`config.mk`:
```
export PLATFORM = sky130hd
export DESIGN_NAME = ddr_rd_port_arbiter
export DESIGN_NICKNAME = d
export VERILOG_FILES = /design/src/rtl/ddr_arb_pkg.sv /design/src/rtl/rr_priority_pick.sv /design/src/rtl/ddr_rd_port_arbiter.sv
export SDC_FILE = /design/constraint.sdc
export NUM_CORES = 1
export LEC_CHECK = 0
export CORE_AREA = 2 2 286 288
export CTS_CLUSTER_DIAMETER = 30
export DETAILED_ROUTE_END_ITERATION = 12
export DIE_AREA = 0 0 288 290
export PLACE_DENSITY_LB_ADDON = 0.1
export SYNTH_ARGS = -nofsm -noshare
export SYNTH_HDL_FRONTEND = slang
export SYNTH_SLANG_ARGS = --single-unit
```
`constraint.sdc`:
```
create_clock -name ddr_clk_i -period 10.1 [get_ports ddr_clk_i]
set_input_delay 2.02 -clock ddr_clk_i [delete_from_list [all_inputs] [get_ports ddr_clk_i]]
set_output_delay 2.02 -clock ddr_clk_i [all_outputs]
set_load 0.005 [all_outputs]
```
`src/rtl/ddr_arb_pkg.sv`:
```
// Shared types and constants for the DDR port arbiters (read and write side).
package ddr_arb_pkg;

    typedef enum logic [1:0] {
        IDLE  = 2'd0,
        ISSUE = 2'd1,
        XFER  = 2'd2,
        DONE  = 2'd3
    } arb_state_e;

    localparam int unsigned LEN_W           = 8;
    localparam int unsigned BEAT_CNT_W      = 9;
    localparam int unsigned WDOG_CNT_W      = 16;
    localparam int unsigned DEF_TIMEOUT_CYC = 4096;

    // Pointer width for an n-way arbiter; never narrower than one bit.
    function automatic int unsigned ptr_width(input int unsigned n);
        return (n > 1) ? $clog2(n) : 1;
    endfunction

endpackage

```
`src/rtl/rr_priority_pick.sv`:
```
// Combinational round-robin pick: first set request at or above ptr, with wrap-around.
module rr_priority_pick #(
    parameter int unsigned N     = 4,
    parameter int unsigned PTR_W = 2
) (
    input  logic [N-1:0]     req,
    input  logic [PTR_W-1:0] ptr,
    output logic [N-1:0]     grant,
    output logic             valid
);

    logic [PTR_W:0] pos;

    always_comb begin
        grant = '0;
        valid = 1'b0;
        pos   = '0;
        for (int unsigned i = 0; i < N; i++) begin
            pos = {1'b0, ptr} + (PTR_W+1)'(i);
            if (pos >= (PTR_W+1)'(N)) begin
                pos = pos - (PTR_W+1)'(N);
            end
            if (!valid && req[pos[PTR_W-1:0]]) begin
                grant[pos[PTR_W-1:0]] = 1'b1;
                valid                 = 1'b1;
            end
        end
    end

endmodule

```
`src/rtl/ddr_rd_port_arbiter.sv`:
```
// Round-robin arbiter sharing one DDR read port between NUM_REQ burst readers.
// Optional burst watchdog enabled by defining DDR_RD_ARB_WATCHDOG_EN.
module ddr_rd_port_arbiter
    import ddr_arb_pkg::*;
#(
    parameter int unsigned NUM_REQ       = 4,
    parameter int unsigned ADDR_WIDTH    = 30,
    parameter int unsigned MEM_DATA_BITS = 256,
    parameter int unsigned TIMEOUT_CYC   = DEF_TIMEOUT_CYC
) (
    input  logic                          ddr_clk_i,
    input  logic                          ddr_rst_n_i,
    input  logic [NUM_REQ-1:0]            s_req_i,
    input  logic [NUM_REQ*LEN_W-1:0]      s_len_i,
    input  logic [NUM_REQ*ADDR_WIDTH-1:0] s_addr_i,
    output logic [NUM_REQ-1:0]            s_data_valid_o,
    output logic [MEM_DATA_BITS-1:0]      s_data_o,
    output logic [NUM_REQ-1:0]            s_finish_o,
    output logic                          m_req_o,
    output logic [LEN_W-1:0]              m_len_o,
    output logic [ADDR_WIDTH-1:0]         m_addr_o,
    input  logic                          m_data_valid_i,
    input  logic [MEM_DATA_BITS-1:0]      m_data_i,
    input  logic                          m_finish_i,
    output logic [NUM_REQ-1:0]            grant_o,
    output logic                          busy_o,
    output logic                          len_err_o
`ifdef DDR_RD_ARB_WATCHDOG_EN
    ,
    output logic                          wdog_err_o
`endif
);

    localparam int unsigned PTR_W = ptr_width(NUM_REQ);

    arb_state_e              state;
    logic [PTR_W-1:0]        rr_ptr;
    logic [PTR_W-1:0]        g_idx;
    logic [BEAT_CNT_W-1:0]   beat_cnt;
    logic [NUM_REQ-1:0]      pick_grant;
    logic                    pick_valid;
    logic [PTR_W-1:0]        pick_idx;
    logic [PTR_W-1:0]        next_ptr;
    logic                    beat_fwd;
    logic [LEN_W-1:0]        len_arr  [NUM_REQ];
    logic [ADDR_WIDTH-1:0]   addr_arr [NUM_REQ];

    for (genvar k = 0; k < NUM_REQ; k++) begin : g_unpack
        assign len_arr[k]  = s_len_i[k*LEN_W +: LEN_W];
        assign addr_arr[k] = s_addr_i[k*ADDR_WIDTH +: ADDR_WIDTH];
    end

    rr_priority_pick #(
        .N     (NUM_REQ),
        .PTR_W (PTR_W)
    ) u_pick (
        .req   (s_req_i),
        .ptr   (rr_ptr),
        .grant (pick_grant),
        .valid (pick_valid)
    );

    // Index of the one-hot pick, used to select the winner's length/address.
    always_comb begin
        pick_idx = '0;
        for (int unsigned i = 0; i < NUM_REQ; i++) begin
            if (pick_grant[i]) begin
                pick_idx = PTR_W'(i);
            end
        end
    end

    assign next_ptr = (g_idx == PTR_W'(NUM_REQ-1)) ? '0 : g_idx + PTR_W'(1);
    assign beat_fwd = m_data_valid_i && ((state == ISSUE) || (state == XFER));

`ifdef DDR_RD_ARB_WATCHDOG_EN
    logic [WDOG_CNT_W-1:0] wdog_cnt;
`else
    logic unused_timeout;
    assign unused_timeout = (TIMEOUT_CYC == 0);
`endif

    always_ff @(posedge ddr_clk_i or negedge ddr_rst_n_i) begin
        if (!ddr_rst_n_i) begin
            state          <= IDLE;
            rr_ptr         <= '0;
            g_idx          <= '0;
            beat_cnt       <= '0;
            grant_o        <= '0;
            m_req_o        <= 1'b0;
            m_len_o        <= '0;
            m_addr_o       <= '0;
            s_data_valid_o <= '0;
            s_data_o       <= '0;
            s_finish_o     <= '0;
            busy_o         <= 1'b0;
            len_err_o      <= 1'b0;
`ifdef DDR_RD_ARB_WATCHDOG_EN
            wdog_cnt       <= '0;
            wdog_err_o     <= 1'b0;
`endif
        end else begin
            s_data_valid_o <= '0;
            s_finish_o     <= '0;

            // Beats are only forwarded while a burst is owned; strays in IDLE/DONE are dropped.
            if (beat_fwd) begin
                s_data_valid_o <= grant_o;
                s_data_o       <= m_data_i;
                beat_cnt       <= beat_cnt + BEAT_CNT_W'(1);
            end

            case (state)
                IDLE: begin
                    if (pick_valid) begin
                        grant_o  <= pick_grant;
                        g_idx    <= pick_idx;
                        m_len_o  <= len_arr[pick_idx];
                        m_addr_o <= addr_arr[pick_idx];
                        beat_cnt <= '0;
                        m_req_o  <= 1'b1;
                        busy_o   <= 1'b1;
                        state    <= ISSUE;
`ifdef DDR_RD_ARB_WATCHDOG_EN
                        wdog_cnt <= '0;
`endif
                    end
                end
                ISSUE: begin
                    // A finish while still issuing (zero-beat burst) completes directly.
                    if (m_finish_i) begin
                        m_req_o <= 1'b0;
                        state   <= DONE;
                    end else if (m_data_valid_i) begin
                        m_req_o <= 1'b0;
                        state   <= XFER;
                    end
                end
                XFER: begin
                    if (m_finish_i) begin
                        state <= DONE;
                    end
                end
                DONE: begin
                    s_finish_o <= grant_o;
                    if (beat_cnt != BEAT_CNT_W'(m_len_o)) begin
                        len_err_o <= 1'b1;
                    end
                    rr_ptr  <= next_ptr;
                    grant_o <= '0;
                    busy_o  <= 1'b0;
                    state   <= IDLE;
                end
                default: state <= IDLE;
            endcase

`ifdef DDR_RD_ARB_WATCHDOG_EN
            // Abandon a burst whose finish never arrives.
            if ((state == ISSUE) || (state == XFER)) begin
                wdog_cnt <= wdog_cnt + WDOG_CNT_W'(1);
                if (wdog_cnt == WDOG_CNT_W'(TIMEOUT_CYC - 1)) begin
                    m_req_o    <= 1'b0;
                    len_err_o  <= 1'b1;
                    wdog_err_o <= 1'b1;
                    state      <= DONE;
                end
            end
`endif
        end
    end

endmodule

```
======== After elaboration in Yosys (flattened, before gate mapping) ========
Cells that the tools add are included.
word-level totals
  bits in registers ....................... 324
  input port bits ......................... 416
  output and inout port bits .............. 309
  logic and storage cells ................. 122
cells by class
  $add $sub $neg .......................... 9
  order comparisons ....................... 13
  eq/ne operators ......................... 8
  mux-type cells .......................... 55
  bitwise gates (word level) .............. 4
  reduce and logical (&&, ||, !) cells .... 20
operators with widths
  cell                                                         number
  binary-select mux 30 bit (select 2 bit)                      1
  2-to-1 mux 30 bit                                            2
  2-to-1 mux 4 bit                                             7
  2-to-1 mux 9 bit                                             3
  2-to-1 mux 2 bit                                             11
  binary-select mux 8 bit (select 2 bit)                       1
  2-to-1 mux 1 bit                                             16
  2-to-1 mux 8 bit                                             2
  >= comparator 3 bit (second input constant)                  4
  less-than comparator 2 x 3 -> 1 bit (second input constant)  4
  OR 4 bit                                                     3
  adder 9 x 1 -> 9 bit (second input constant)                 1
  != test 9 x 8 -> 1 bit                                       1
  binary-select mux 1 bit (select 2 bit)                       4
  demux 1 bit (select 2 bit)                                   4
  >= comparator 2 x 1 -> 1 bit (second input constant)         4
  logical AND 1 bit                                            8
  one-hot mux 2 bit (4 select lines)                           1
  one-hot mux 4 bit (2 select lines)                           1
  subtractor 2 x 1 -> 2 bit (second input constant)            4
  adder 2 x 2 -> 3 bit (second input constant)                 2
  == test 2 bit (second input constant)                        3
  AND reduction 2 bit                                          3
  AND reduction 3 bit                                          2
  other kinds (12)                                             17

======== Longest topological paths before layout ========
Gate-level depths: netlist of run 1.
  word-level depth ........................ 21
  depth in mapped cells ................... 12
  mapped depth without buffers ............ 8

======== By module ========
From an unflattened synthesis of run 1, not the netlist that was laid out.
unflattened totals
  cells, all modules ...................... 960
  area total of the unflattened synthesis .. 14,491.4 sq um
modules (own cells, without submodules)
  module               times used  cells an instance  area an instance (sq um)  seq. area each (sq um)
  ddr_rd_port_arbiter  1           898                13,983.4                  8,107.8
  rr_priority_pick     1           62                 508.0                     0.0

======== Worst setup path before layout of run 1 ========
OpenSTA, ideal clock, no wires.
  path type ............................... input to register
  start point ............................. input port s_req_i[0]
  end point ............................... register m_addr_o[10]
  setup time .............................. 135 ps
  arrival time ............................ 4,098 ps
  required time ........................... 9,965 ps
  path slack .............................. 5,867 ps
  cell stages on the path ................. 9
  buffers on the path ..................... 3
  cells stage by stage .................... buf_6 -> mux4_2 -> and2_1 -> o211a_1 -> or4b_1 -> buf_2 -> buf_6 -> a221oi_2 -> o31ai_1
on the way
  longest elaborated chain between the ends .. 19
  elaborated cells between the ends (all ways) .. 33
  classes of those cells .................. 22 x mux; 4 x bitwise; 7 x reduce/logical
RTL lines
  what                                                   RTL line                    text
  start, declared                                        ddr_rd_port_arbiter.sv:13   input logic [NUM_REQ-1:0] s_req_i,
  binary-select mux 1 bit (select 2 bit)                 rr_priority_pick.sv:23      if (!valid && req[pos[PTR_W-1:0]]) begin
  2-to-1 mux 1 bit (implied by the code)                 rr_priority_pick.sv:23
  2-to-1 mux 1 bit                                       rr_priority_pick.sv:23
  logical NOT 1 bit                                      rr_priority_pick.sv:23
  logical AND 1 bit                                      rr_priority_pick.sv:23
  2-to-1 mux 1 bit                                       rr_priority_pick.sv:23
  logical NOT 1 bit                                      rr_priority_pick.sv:23
  logical AND 1 bit                                      rr_priority_pick.sv:23
  2-to-1 mux 1 bit                                       rr_priority_pick.sv:23
  logical NOT 1 bit                                      rr_priority_pick.sv:23
  logical AND 1 bit                                      rr_priority_pick.sv:23
  2-to-1 mux 4 bit                                       rr_priority_pick.sv:23
  2-to-1 mux 1 bit                                       ddr_rd_port_arbiter.sv:67   if (pick_grant[i]) begin
  2-to-1 mux 2 bit (2 in series)                         ddr_rd_port_arbiter.sv:67
  inverter 2 -> 3 bit (implied by the code)              ddr_rd_port_arbiter.sv:119  m_addr_o <= addr_arr[pick_idx];
  binary-select mux 30 bit (select 2 bit)                ddr_rd_port_arbiter.sv:119
  2-to-1 mux 30 bit (implied by the code) (2 in series)  ddr_rd_port_arbiter.sv:119
  end signal, assigned                                   ddr_rd_port_arbiter.sv:119
  end, declared                                          ddr_rd_port_arbiter.sv:21   output logic [ADDR_WIDTH-1:0] m_addr_o,
Several ways; a longest one is shown, not always the timed one. The select of a mux whose other input is x is not followed.
A chain may end at the register's enable or synchronous reset.

======== Worst setup path after layout of run 1 ========
  start point ............................. input port s_req_i[0]
  end point ............................... register m_addr_o[18]
The elaborated chain is that of the path after synthesis.

==> results.ini, run 1 <==
[outcome]
status = finished, final reports clean

[routing]
drt_pass1_iterations = 4
drc_errors = 0
ant_nets = 0
drtIter0Drc = 395
post_drt_via_cell_ratio = 4.02
routed_wl_um = 61900
wl_per_cell_um = 20.9
vias = 11919

[synthesis]
synth_edf_count = 0
synthArstFlopShare_pct = 100
synth_seq_cells = 324
synth_ff_type = dfrtp_1
synthCells = 1039
yosysWarnings = 0
syn_nets = 1468
ys_seq_area_share_pct = 57.4
synth.distinct_cells = 50
syn_area_um2 = 14100
synth_area_per_cell_um2 = 13.6

[global_route]
met2_usage_pct = 25.9
grt_pass1_vias = 13132
grtUsageTotal_pct = 14.3
grt_first_pass_wirelength_um = 89200
antenna_found_initial = 10
met3_usage_pct = 6.68
grt_use_met1_pct = 14.5
top_usage_layer = met2
grt_overflow = 0
grt_max_degree = 139

[sta]
fin_crit_sh_pct = 50.1
slew-limit-headroom_pct = 30.5
period_needed_ns = 5.06
skew_ns = 0.0906
worst_slack_ns = 5.04
worst_pin_slew_ns = 1.04
fin_setup_tns_ns = 0
fmax_mhz = 197
slew_viol_final = 0
rsz0062_at_grt = no
setup_viol = 0
report.final.hold_viol_count = 0

[floorplanning]
die_h_um = 290
pin_count = 725
initial_core_util_pct = 17.6
dieArea_um2 = 83500
die-width_um = 288
rows = 104
core_um2 = 80200

[power]
power_mw = 9.60
ir_drop_mv = 0.163
p_per_area_nw_per_um2 = 364
p_leak_nw = 10.6

[cts]
cts_sinks = 324
hold_buffers = 0
clockBufferDepth = 3
clock-root-buffer = clkbuf_16
clkLatencyLatePin_ns = 0.67
numCtsBuffers = 109
clk_pin_slew_ns = 0.04
cts_tree = done
post_cts_buffers = 0
cts_htree_levels = 3
cts_resized = 0

[cells_and_area]
instances_no_fill = 2966
layout-drive-gt1-share_pct = 26.4
syn2layout_area_growth_pct = 86.9
final_nets = 2242
multi_input_area_um2 = 5680
final_area_um2 = 26400
fillers = 8116
final-seq-area_um2 = 8110

[placed_design]
dpl_cell_area_um2 = 22500
placedCellCount = 2762
place.gp.congestion = 0.796
place.detailed.hpwl_um = 45200
port_buffers = 724
dp_slack_ns = 4.41

[worst_setup_path]
crit_fanout = 42
crit_path_end_kind = flip-flop
startpoint_type = primary input
crit_chain = clkdlybuf4s50_1, mux4_2, and2_1, o211ai_1, o2111a_2, buf_4, nand2_1, buf_4, o31ai_1
cp.arrival_ns = 5.55
crit_slowest_cell = mux4_2
path_class = primary input to flip-flop
crit_path_frequent_cell = buf_4
required_ns = 10.59
critPathMaxStageDelay_ns = 0.64

[flow_run]
drv_cap = 0

[hold_path]
timing.hold.worst.class = flip-flop to flip-flop

## metal layers
metal | routed length, µm | vias up
met3 | 6640 | 94
met1 | 22000 | 5887
li1 | - | 5405
met2 | 32100 | 517
met5 | 112 | -
met4 | 1110 | 16
## stage by stage
| stage | hold slack, ns | util [%] |
|---|---|---|
| after floorplan | 0.451 | - |
| after global placement | 0.444 | 28.1 |
| after detailed placement | 0.447 | 28.1 |
| after CTS | 0.463 | 32.9 |
| after global routing | 0.475 | 32.9 |
| final | 0.461 | 32.9 |
## synth_stat cells, types with 6 or more instances
| cell type | count | share of area, % |
|---|---|---|
| dfrtp_1 | 324 | 57 |
| mux2_2 | 258 | 21 |
| clkbuf_1 | 60 | 1.6 |
| nor2_1 | 57 | 1.5 |
| nand2_1 | 51 | 1.4 |
| and3_1 | 44 | 1.9 |
| a221oi_2 | 38 | 4.0 |
| a2bb2oi_1 | 38 | 2.4 |
| o31ai_1 | 38 | 2.0 |
| ha_1 | 13 | 1.2 |
| o21ai_0 | 11 | 0.39 |
| buf_2 | 9 | 0.32 |
| a21oi_1 | 8 | 0.28 |
| and2_1 | 8 | 0.35 |
| xnor2_1 | 8 | 0.50 |
| xor2_1 | 8 | 0.50 |
| inv_1 | 7 | 0.19 |
| nand4_1 | 6 | 0.27 |
## layout make-up
type | instances | area share [%]
sequential | 324 | 30.7
antenna | 1 | 0.00949
multi-input combinational | 632 | 21.5
tap | 1060 | 5.03
clock buffer | 168 | 12.5
timing repair buffer | 739 | 28.0
clock inverter | 35 | 2.09
inverter | 7 | 0.0996
## report_power, final
part | switching (mW) | total (mW) | internal (mW) | leakage (nW)
Combinational | 1.62 | 3.86 | 2.24 | 4.90
Clock | 0.969 | 3.42 | 2.45 | 1.88
Sequential | 0.359 | 2.32 | 1.96 | 3.86
Total | 2.95 | 9.60 | 6.65 | 10.6
## sequential cells by signal (all words and copies together), names as in the netlist
signal	cells
busy_o	1
beat_cnt	9
g_idx	2
s_finish_o	4
len_err_o	1
rr_ptr	2
s_data_o	256
m_len_o	8
m_req_o	1
m_addr_o	30
state	2
s_data_valid_o	4
grant_o	4
## cells by family after synthesis
kind of cell | synth area share (%)
flops | 57.4
mux | 21.0
simple gates | 6.40
compound gates | 10.4
buf+inv | 2.58
xor+xnor | 0.993
fa+ha+maj | 1.15
## placed cells by master, fill, tap and decap left out, types with 11 or more instances in the layout
cell and n:
clkbuf_16 109, clkbuf_1 24, clkdlybuf4s50_1 723, nor2_1 56
o21ai_0 11, a221oi_2 38, mux2_2 258, nand2_1 51
buf_4 13, dfrtp_1 324, clkbuf_8 35, ha_1 13
a2bb2oi_1 38, clkinv_2 15, o31ai_1 38, and3_1 44
## critical path, delay by kind of cell
| kind | cells | cell delay, ns |
|---|---|---|
| AO/OA/AOI/OAI | 3 | 0.70 |
| AND/OR/NAND/NOR | 2 | 0.73 |
| multiplexers | 1 | 0.64 |
| buffers and inverters | 3 | 1.43 |
## path summary, 6_finish.rpt
check                                      to  slack, ns  cells after the start         from
worst max-delay path             m_addr_o[18]       5.04                      9   s_req_i[0]
worst min-delay path                len_err_o       0.46                      1    len_err_o
worst max register to register   m_addr_o[18]       5.74                     10    rr_ptr[0]
worst min register to register      len_err_o       0.46                      1    len_err_o
max in group asynchronous       s_data_o[173]       6.69                      3  ddr_rst_n_i
min in group asynchronous       s_data_o[245]       1.33                      1  ddr_rst_n_i
No activity file was read; power rests on OpenSTA's default activity.
==> inputs of run 2 (changes only) <==
- clock period: 10.1 -> 4.65 ns (I/O delays scaled with it)
==> results.ini, run 2 (synthesized netlist as in run 1, its figures left out) <==
[sta]
worst_pin_slew_ns = 1.08  ; was 1.04 ns
slew-limit-headroom_pct = 27.8  ; was 30.5%
rsz0062_at_grt = no  ; unchanged
fin_setup_tns_ns = 0  ; unchanged
skew_ns = 0.0690  ; was 0.0906 ns
period_needed_ns = 3.89
slew_viol_final = 0  ; unchanged
fmax_mhz = 257
report.final.hold_viol_count = 0  ; unchanged
fin_crit_sh_pct = 83.6
setup_viol = 0  ; unchanged
holdWs_ns = 0.277  ; was 0.461 ns

[cells_and_area]
layout-drive-gt1-share_pct = 26.6  ; was 26.4%
final_nets = 2252  ; was 2242
final_cell_mix = 723 x clkdlybuf4s50_1, 324 x dfrtp_1, 258 x mux2_2, 109 x clkbuf_16, 56 x nor2_1  ; unchanged
largest_reg_flops = 256  ; unchanged
largest-register = s_data_o  ; unchanged
syn2layout_area_growth_pct = 86.8  ; was 86.9%
largest_registers = s_data_o: 256 flops, m_addr_o: 30 flops, beat_cnt: 9 flops  ; unchanged
final_common_cell = clkdlybuf4s50_1  ; unchanged

[cts]
post_cts_buffers = 0  ; unchanged
hold_buffers = 0  ; unchanged
numCtsBuffers = 109  ; unchanged
cts_htree_levels = 3  ; unchanged
cts_sinks = 324  ; unchanged
clockBufferDepth = 3  ; unchanged
cts_resized = 0  ; unchanged
clkLatencyLatePin_ns = 0.67  ; about the same
clock-root-buffer = clkbuf_16  ; unchanged
clk_pin_slew_ns = 0.04  ; about the same
cts_tree = done  ; unchanged

[worst_setup_path]
crit_slowest_cell = or4b_2  ; was mux4_2
cp.arrival_ns = 4.36  ; was 5.55 ns
crit_path_end_kind = flip-flop  ; unchanged
regToRegStartpoint = rr_ptr[0]  ; unchanged
crit_chain = inv_1, ha_1, mux4_2, and2_1, o211a_1, or4b_2, buf_12, a221oi_2, o31ai_1  ; was clkdlybuf4s50_1, mux4_2, and2_1, o211ai_1, o2111a_2, buf_4, nand2_1, buf_4, o31ai_1
cp.buffers_inverters = 2  ; was 3
r2r_slack_ns = 0.76  ; was 5.74 ns
critPathMaxStageDelay_ns = 0.69  ; was 0.64 ns
startpoint_type = flip-flop  ; was primary input
required_ns = 5.13  ; was 10.59 ns
r2r_cells = 9  ; was 10
path_class = flip-flop to flip-flop  ; was primary input to flip-flop
cp_top_family = simple AND/OR/NAND/NOR gates  ; was buffers and inverters
r2r-end = m_addr_o[23]  ; was m_addr_o[18]
crit_fanout = 40  ; was 42

[hold_path]
timing.hold.worst.class = primary input to asynchronous set/reset pin  ; was flip-flop to flip-flop

[routing]
drc_errors = 0  ; unchanged
ant_nets = 0  ; unchanged
post_drt_via_cell_ratio = 4.02  ; about the same
wl_per_cell_um = 21.0  ; was 20.9 µm
drt_pass1_iterations = 6  ; was 4
routed_wl_um = 62600  ; was 61900 µm
drtIter0Drc = 378  ; was 395
vias = 11982  ; was 11919

[global_route]
grt_max_degree = 102  ; was 139
antenna_found_initial = 15  ; was 10
grt_pass1_vias = 13197  ; was 13132
grt_first_pass_wirelength_um = 90100  ; was 89200 µm
grt_overflow = 0  ; unchanged
grtUsageTotal_pct = 14.5  ; was 14.3%

[floorplanning]
core_um2 = 80200  ; unchanged
initial_core_util_pct = 17.6  ; unchanged
dieArea_um2 = 83500  ; unchanged
rows = 104  ; unchanged
pin_count = 725  ; unchanged
die-width_um = 288  ; unchanged
die_h_um = 290  ; unchanged

[outcome]
status = finished, final reports clean  ; unchanged

[power]
ir_drop_mv = 0.327  ; was 0.163 mV
p_per_area_nw_per_um2 = 782  ; was 364 nW/µm²
p_leak_nw = 10.7  ; was 10.6 nW

[placed_design]
place.gp.congestion = 0.783  ; was 0.796
place.detailed.hpwl_um = 46000  ; was 45200 µm
port_buffers = 724  ; unchanged

[flow_run]
drv_cap = 0  ; unchanged

-- run 2: changes by cell type in the layout (fill, tap and decap cells not counted), sizes merged --
cell	previous run	this run
buf	16	26
clkinv	21	29
bufinv	9	2
diode	1	7
clkinvlp	4	0
clkbuf	168	169
-- run 2: worst max path at each step --
stage	start	end	slack [ns]	depth (start not counted)
3_3_place_gp	s_req_i[0]	m_addr_o[28]	0.59	8
6_report	rr_ptr[0]	m_addr_o[23]	0.76	9
4_1_cts	rr_ptr[0]	m_addr_o[0]	0.72	9
2_1_floorplan	rr_ptr[0]	m_addr_o[10]	1.47	11
5_1_grt	rr_ptr[0]	m_addr_o[23]	0.54	9
3_5_place_dp	s_req_i[0]	m_addr_o[27]	0.53	8
-- run 2: through the flow --
step / power [mW] / util [%] / setup slack [ns] / cell area, µm² / cells
6_report: 20.6 / 32.9 / 0.764 / 26400 / 2980
5_1_grt: 21.8 / 32.9 / 0.535 / 26400 / 2975
4_1_cts: 21.1 / 32.9 / 0.722 / 26400 / 2973
3_3_place_gp: 13.8 / 28.3 / 0.590 / 22700 / 2772
3_5_place_dp: 13.9 / 28.3 / 0.533 / 22700 / 2772
2_1_floorplan: 9.03 / - / 1.47 / 14100 / 1039
-- run 2: report_power, final --
part           leakage (nW)  switching (mW)  internal (mW)
clock network          1.80            2.09           4.89
registers              3.86           0.773           4.26
logic                  4.99            3.60           5.00
-- run 2: layout make-up --
class | count | area (µm²)
diodes | 7 | 17.5
clock inverters | 32 | 362
well taps | 1060 | 1330
inverters | 7 | 26.3
flip-flops and latches | 324 | 8110
multi-input cells | 632 | 5680
clock buffers | 169 | 3280
fillers | 8142 | 53800
repair buffers | 749 | 7560
-- run 2: layer usage --
layer	share of wire (%)	global-route usage (%)	vias to the layer above
met4	2.4	5.12	14
met5	0.15	0	-
li1	-	-	5441
met3	11	6.87	109
met2	51	25.3	525
met1	36	15.0	5893
